--- config.mk ---
export PLATFORM = sky130hd
export DESIGN_NAME = fft_frame_ctrl
export DESIGN_NICKNAME = d
export VERILOG_FILES = /design/src/rtl/fft_frame_ctrl.sv
export SDC_FILE = /design/constraint.sdc
export NUM_CORES = 1
export LEC_CHECK = 0
export CAP_MARGIN = 40
export CELL_PAD_IN_SITES_DETAIL_PLACEMENT = 1
export CELL_PAD_IN_SITES_GLOBAL_PLACEMENT = 2
export CORE_UTILIZATION = 32
export CTS_CLUSTER_SIZE = 8
export DETAILED_ROUTE_END_ITERATION = 10
export GPL_TIMING_DRIVEN = 0
export PLACE_DENSITY = 0.76
export REMOVE_ABC_BUFFERS = 1
export SLEW_MARGIN = 40
export SYNTH_ARGS = -nofsm -noshare
export SYNTH_HDL_FRONTEND = slang
export SYNTH_SLANG_ARGS = --single-unit
--- constraint.sdc ---
create_clock -name clk -period 3.1 [get_ports clk]
set_input_delay 0.62 -clock clk [delete_from_list [all_inputs] [get_ports clk]]
set_output_delay 0.62 -clock clk [all_outputs]
set_load 0.01 [all_outputs]
--- src/rtl/fft_frame_ctrl.sv ---
// ---------------------------------------------------------------------------
// fft_frame_ctrl
//
// Front-end sequencer for the 8-point FFT stage datapath.
//
// The block collects eight serial samples into a parallel frame (s0..s7).
// When the frame is complete it issues a one-cycle launch pulse, and the stage
// datapath captures frame_out in that cycle. The datapath has a fixed latency
// of LAT cycles and cannot stall. For that reason a launch is only issued
// when the downstream result buffer has a free slot (a credit). If no credit
// is available the completed frame is parked (WAIT). While parked, in_ready is
// low and frame_out is held until a credit is returned.
//
// Parameters
//   N        sample width is 2**N bits
//   LAT      cycles from the launch cycle to the result-valid cycle (>= 1)
//   CREDITS  number of downstream result-buffer slots (1..7)
//
// Ports
//   clk        in   clock, rising edge
//   rst        in   synchronous reset, active-low
//   in_valid   in   serial sample offered
//   in_ready   out  registered; sample accepted when in_valid & in_ready
//   in_data    in   sample; 1st accepted of a frame -> s0, 8th -> s7
//   frame_out  out  packed frame, s0 in the LSBs, s7 in the MSBs
//   launch     out  one-cycle pulse, datapath captures frame_out this cycle
//   res_valid  out  one-cycle pulse LAT cycles after each launch
//   res_pop    in   downstream freed one result slot (returns a credit)
//   credits    out  free credits, 0..CREDITS
//   inflight   out  launches whose result pulse is still in the delay line
//   err_pop    out  sticky: res_pop seen while credits were already full
// ---------------------------------------------------------------------------
module fft_frame_ctrl #(
  parameter int N       = 4,
  parameter int LAT     = 3,
  parameter int CREDITS = 2
) (
  input  logic                  clk,
  input  logic                  rst,
  input  logic                  in_valid,
  output logic                  in_ready,
  input  logic [2**N-1:0]       in_data,
  output logic [8*(2**N)-1:0]   frame_out,
  output logic                  launch,
  output logic                  res_valid,
  input  logic                  res_pop,
  output logic [2:0]            credits,
  output logic [2:0]            inflight,
  output logic                  err_pop
);

  localparam int         W        = 2**N;
  localparam logic [2:0] CRED_MAX = 3'(CREDITS);

  typedef enum logic [0:0] {
    FILL = 1'b0,
    WAIT = 1'b1
  } state_t;

  state_t         state;
  logic [2:0]     idx;
  logic [W-1:0]   slot [8];
  logic [LAT-1:0] lat_sr;

  logic accept;
  logic credit_avail;

  assign accept = in_valid & in_ready;

  // A pop in the deciding cycle counts as a credit, even though the
  // registered count only catches up at the next edge. A launch never falls
  // in the same cycle as a decision: the launch cycle is always slot 0 of the
  // following frame. So the registered count never overstates what is free.
  assign credit_avail = (credits != 3'd0) | res_pop;

  // -------------------------------------------------------------------------
  // Sequencer FSM. All outputs of this block are registered.
  // -------------------------------------------------------------------------
  always_ff @(posedge clk) begin
    if (!rst) begin
      state    <= FILL;
      idx      <= 3'd0;
      in_ready <= 1'b0;
      launch   <= 1'b0;
    end else begin
      launch <= 1'b0;
      case (state)
        FILL: begin
          in_ready <= 1'b1;
          if (accept) begin
            // idx wraps 7 -> 0, so the next frame starts at s0 either way.
            idx <= idx + 3'd1;
            if (idx == 3'd7) begin
              if (credit_avail) begin
                launch <= 1'b1;
              end else begin
                state    <= WAIT;
                in_ready <= 1'b0;
              end
            end
          end
        end
        WAIT: begin
          in_ready <= 1'b0;
          if (credit_avail) begin
            launch   <= 1'b1;
            state    <= FILL;
            in_ready <= 1'b1;
          end
        end
        default: begin
          state    <= FILL;
          idx      <= 3'd0;
          in_ready <= 1'b0;
        end
      endcase
    end
  end

  // -------------------------------------------------------------------------
  // Frame slots. While parked in WAIT, in_ready is low, so nothing is
  // written and the frame stays stable. A sample accepted in the launch
  // cycle lands at the closing edge of that cycle, after the datapath has
  // already captured the frame.
  // -------------------------------------------------------------------------
  always_ff @(posedge clk) begin
    if (!rst) begin
      for (int i = 0; i < 8; i++) begin
        slot[i] <= '0;
      end
    end else if (accept) begin
      slot[idx] <= in_data;
    end
  end

  genvar gi;
  generate
    for (gi = 0; gi < 8; gi++) begin : g_pack
      assign frame_out[gi*W +: W] = slot[gi];
    end
  endgenerate

  // -------------------------------------------------------------------------
  // Credit accounting. Updated at the closing edge of the launch cycle.
  // A pop with credits already full and no launch is ignored and flagged.
  // A pop together with a launch is a net zero change, even at full.
  // -------------------------------------------------------------------------
  always_ff @(posedge clk) begin
    if (!rst) begin
      credits <= CRED_MAX;
      err_pop <= 1'b0;
    end else begin
      case ({launch, res_pop})
        2'b10: begin
          if (credits != 3'd0) begin
            credits <= credits - 3'd1;
          end
        end
        2'b01: begin
          if (credits == CRED_MAX) begin
            err_pop <= 1'b1;
          end else begin
            credits <= credits + 3'd1;
          end
        end
        default: begin
          credits <= credits;
        end
      endcase
    end
  end

  // -------------------------------------------------------------------------
  // Result timing. The pipeline latency is modelled by a LAT-deep delay line
  // of launch pulses. Clearing it on reset drops any pre-reset results.
  // -------------------------------------------------------------------------
  always_ff @(posedge clk) begin
    if (!rst) begin
      lat_sr <= '0;
    end else begin
      for (int i = LAT - 1; i > 0; i--) begin
        lat_sr[i] <= lat_sr[i-1];
      end
      lat_sr[0] <= launch;
    end
  end

  assign res_valid = lat_sr[LAT-1];

  always_comb begin
    inflight = 3'd0;
    for (int i = 0; i < LAT; i++) begin
      inflight = inflight + {2'b00, lat_sr[i]};
    end
  end

endmodule
==> impl_metrics.toml <==
[outcome]
status = "finished, final reports clean"

[synth]
synth_top_area_share_pct = 70.41
syn-instance-count = 340
synth-seq-area-share_pct = 75.18
synth_top_cell_by_area = "edfxtp_1"
synthesis.area_um2 = 5459
yosys_warnings = 0
synth_seq_cells = 141
postSynthAreaPerCell_um2 = 16.06
synth_cell_types = 30
synth_area_leaders = "edfxtp_1 70%, and2_1 15%, dfxtp_1 4.8%, fa_1 0.73%, mux2i_1 0.73%"

[route]
drc = 0
vias_per_cell = 4.438
drtIter0Drc = 150
via_count = 3293
wl_per_cell_um = 19.96
antenna_left = 0
wl_um = 14810
firstDrtPassIters = 4

[worst_hold_path]
hold_path.class = "flip-flop to flip-flop"
holdCritStartpoint = "credits[2]$_SDFFE_PN0P_"

[power]
vdd_drop_max_uv = 370.3
clock_power_share_pct = 43.5
p_switching_uw = 990.5
p_per_area_nw_per_um2 = 582.1
p_seq_share_pct = 47.9
p_int_uw = 3584
p_comb_share_pct = 8.6
switching_share_pct = 21.65
leakagePower_uw = 0.002888

[finish]
nets = 534
antenna_cells = 0
area_growth_pct = 43.94
nFillCells = 1644
drive_above_1_share_pct = 8.812
fin_area_um2 = 7858

[grt]
track_usage_pct = 17.65
grt_pass1_vias = 3491
grt_start_max_net_pins = 24
antenna_found_initial = 0
use_met3_pct = 5.670
grt_busiest_layer = "met2"
grt_remaining_overflow = 0
globalRouteMet2Util_pct = 30.79
grt_pass1_wl_um = 21850
use_met1_pct = 19.90

[sta]
relSlewSlack_pct = 48.91
finalSetupTns_ps = 0
slew_viol_final = 0
setup_viol = 0
fin_skew_ps = 7.600
period_share_pct = 83.87
rsz0062_at_grt = "no"
worst_pin_slew_ps = 766.4
finalHoldViolCount = 0
max_freq_ghz = 0.3846
period_needed_ps = 2600

[placed_design]
gp_congestion = 0.7099
port_buffers = 156
dp_hpwl_um = 10160
postPlaceCellArea_um2 = 7296

[critical_path]
critPathSlowestCell = "nand2b_1"
critPathMaxFanout = 17
endpoint_kind = "flip-flop"
cp.required_ps = 3150
worstPathCellList = "clkdlybuf4s50_1 -> nand4_4 -> nor3_4 -> nand2b_1"
critical_path_class = "input pin to flip-flop"
crit_path_start_kind = "input pin"
startpoint = "in_valid"
r2r-start = "in_ready$_SDFF_PN0_"
slowest_delay_ps = 680
crit_arrival_ps = 2650

[clocking]
cts_tree = "built"
post-cts-setup-buffers = 0
path_clk_slew_ps = 60
cts-resized-gates = 0
clkLatencyLatePin_ps = 420
cts_max_path_buffers = 2
cts_made_buffers = 17
cts_hold_buf = 0
htree_levels = 4
cts_root_buf = "clkbuf_16"
cts.sinks = 141

[floorplanning]
die_h_um = 132.6
io_pins = 158
start_util_pct = 32.80
die_x_um = 132.6
core_um2 = 16640
die-area_um2 = 17590
rows = 47

[job]
drv_cap = 0
## area by class of cell
type / count / area (µm²) / share of cell area (%)
well taps: 220 / 275.3 / 3.503
multi-input cells: 187 / 1296 / 16.50
repair buffers: 162 / 1617 / 20.57
inverters: 1 / 3.754 / 0.04777
flip-flops and latches: 141 / 4104 / 52.23
clock buffers: 20 / 436.7 / 5.557
clock inverters: 11 / 125.1 / 1.592
## final timing paths
check,endpoint,slack [ps],cells after the start
min reg2reg,credits[2]$_SDFFE_PN0P_,500,2
min,credits[2]$_SDFFE_PN0P_,500,2
max reg2reg,slot[2][8]$_SDFFCE_PN0P_,820,3
max,slot[2][8]$_SDFFCE_PN0P_,500,4
## state kept, by name (all words and copies together), names as in the netlist
name and count:
credits 3, err_pop 1, idx 3, in_ready 1
lat_sr 3, launch 1, slot 128, state 1
## synth_stat cells
cell and n:
nor3_4 2, buf_4 5, edfxtp_1 128, conb_1 1, clkbuf_2 2, dfxtp_1 13
fa_1 2, nor2_2 4, nor2_4 2, o21ai_0 6, xnor2_1 3, or2b_1 1
ha_1 2, nand2_1 5, nor2b_1 4, xor2_1 2, nand2b_2 1, nand4b_4 1
o21a_1 1, a21oi_1 2, inv_1 1, nand3b_1 1, buf_6 2, nand4_4 1
mux2i_1 4, clkbuf_1 2, nor2_1 3, a31oi_1 2, and2_1 133, nand2b_1 4
## layout by cell type, fill, tap and decap left out, types with 3 or more instances in the layout
cell / instances
mux2i_1: 4
and2_1: 133
o21ai_2: 6
dfxtp_1: 13
xnor2_1: 3
clkdlybuf4s50_1: 155
clkbuf_16: 17
buf_6: 4
nor2_1: 3
edfxtp_1: 128
nor2_2: 4
bufinv_16: 3
clkinv_1: 6
clkbuf_1: 3
nand2_1: 5
nor2b_1: 4
nand2b_1: 4
## through the flow
step                      setup WS [ps]  hold WS (ps)  power [µW]  util (%)  instances
after CTS                         455.4         507.0        4609     47.21        742
final                             500.0         498.3        4574     47.21        742
after global placement            -1110         473.4        2611     43.37        705
after global routing              310.9         521.5        4707     47.21        742
after floorplan                   656.0         454.8        2359         -        329
after detailed placement          16.48         489.2        2633     43.84        711
## per-layer routing
layer	part of all wire [%]	routed length, µm
met1	40	5991
met2	51	7583
met3	6.2	923
met4	2.1	308
met5	0	0
## kinds of logic (layout without fill, tap and decap cells)
family | Yosys count | after routing | synth area share [%]
AOI/OAI and AO/OA | 11 | 11 | 1.100
buffers and inverters | 12 | 194 | 1.490
xor gates and xnor gates | 5 | 5 | 0.8023
muxes | 4 | 4 | 0.7335
and+or+nand+nor | 162 | 162 | 19.44
other | 1 | 1 | 0.06869
DFF | 141 | 141 | 75.18
adders and majority gates | 4 | 4 | 1.192
## critical path, delay by kind of cell
kind	cells	cell delay [ps]
AND/OR/NAND/NOR	3	1390
buffers and inverters	1	630
## power groups by stage
stage,registers [µW],clock network [µW],logic [µW]
finish,2190,1990,392
global route,2200,2090,419
CTS,2200,2010,401
global placement,2230,0,379
detailed placement,2230,0,400
floorplan,2270,0,89.0
No activity file was read; power rests on OpenSTA's default activity.
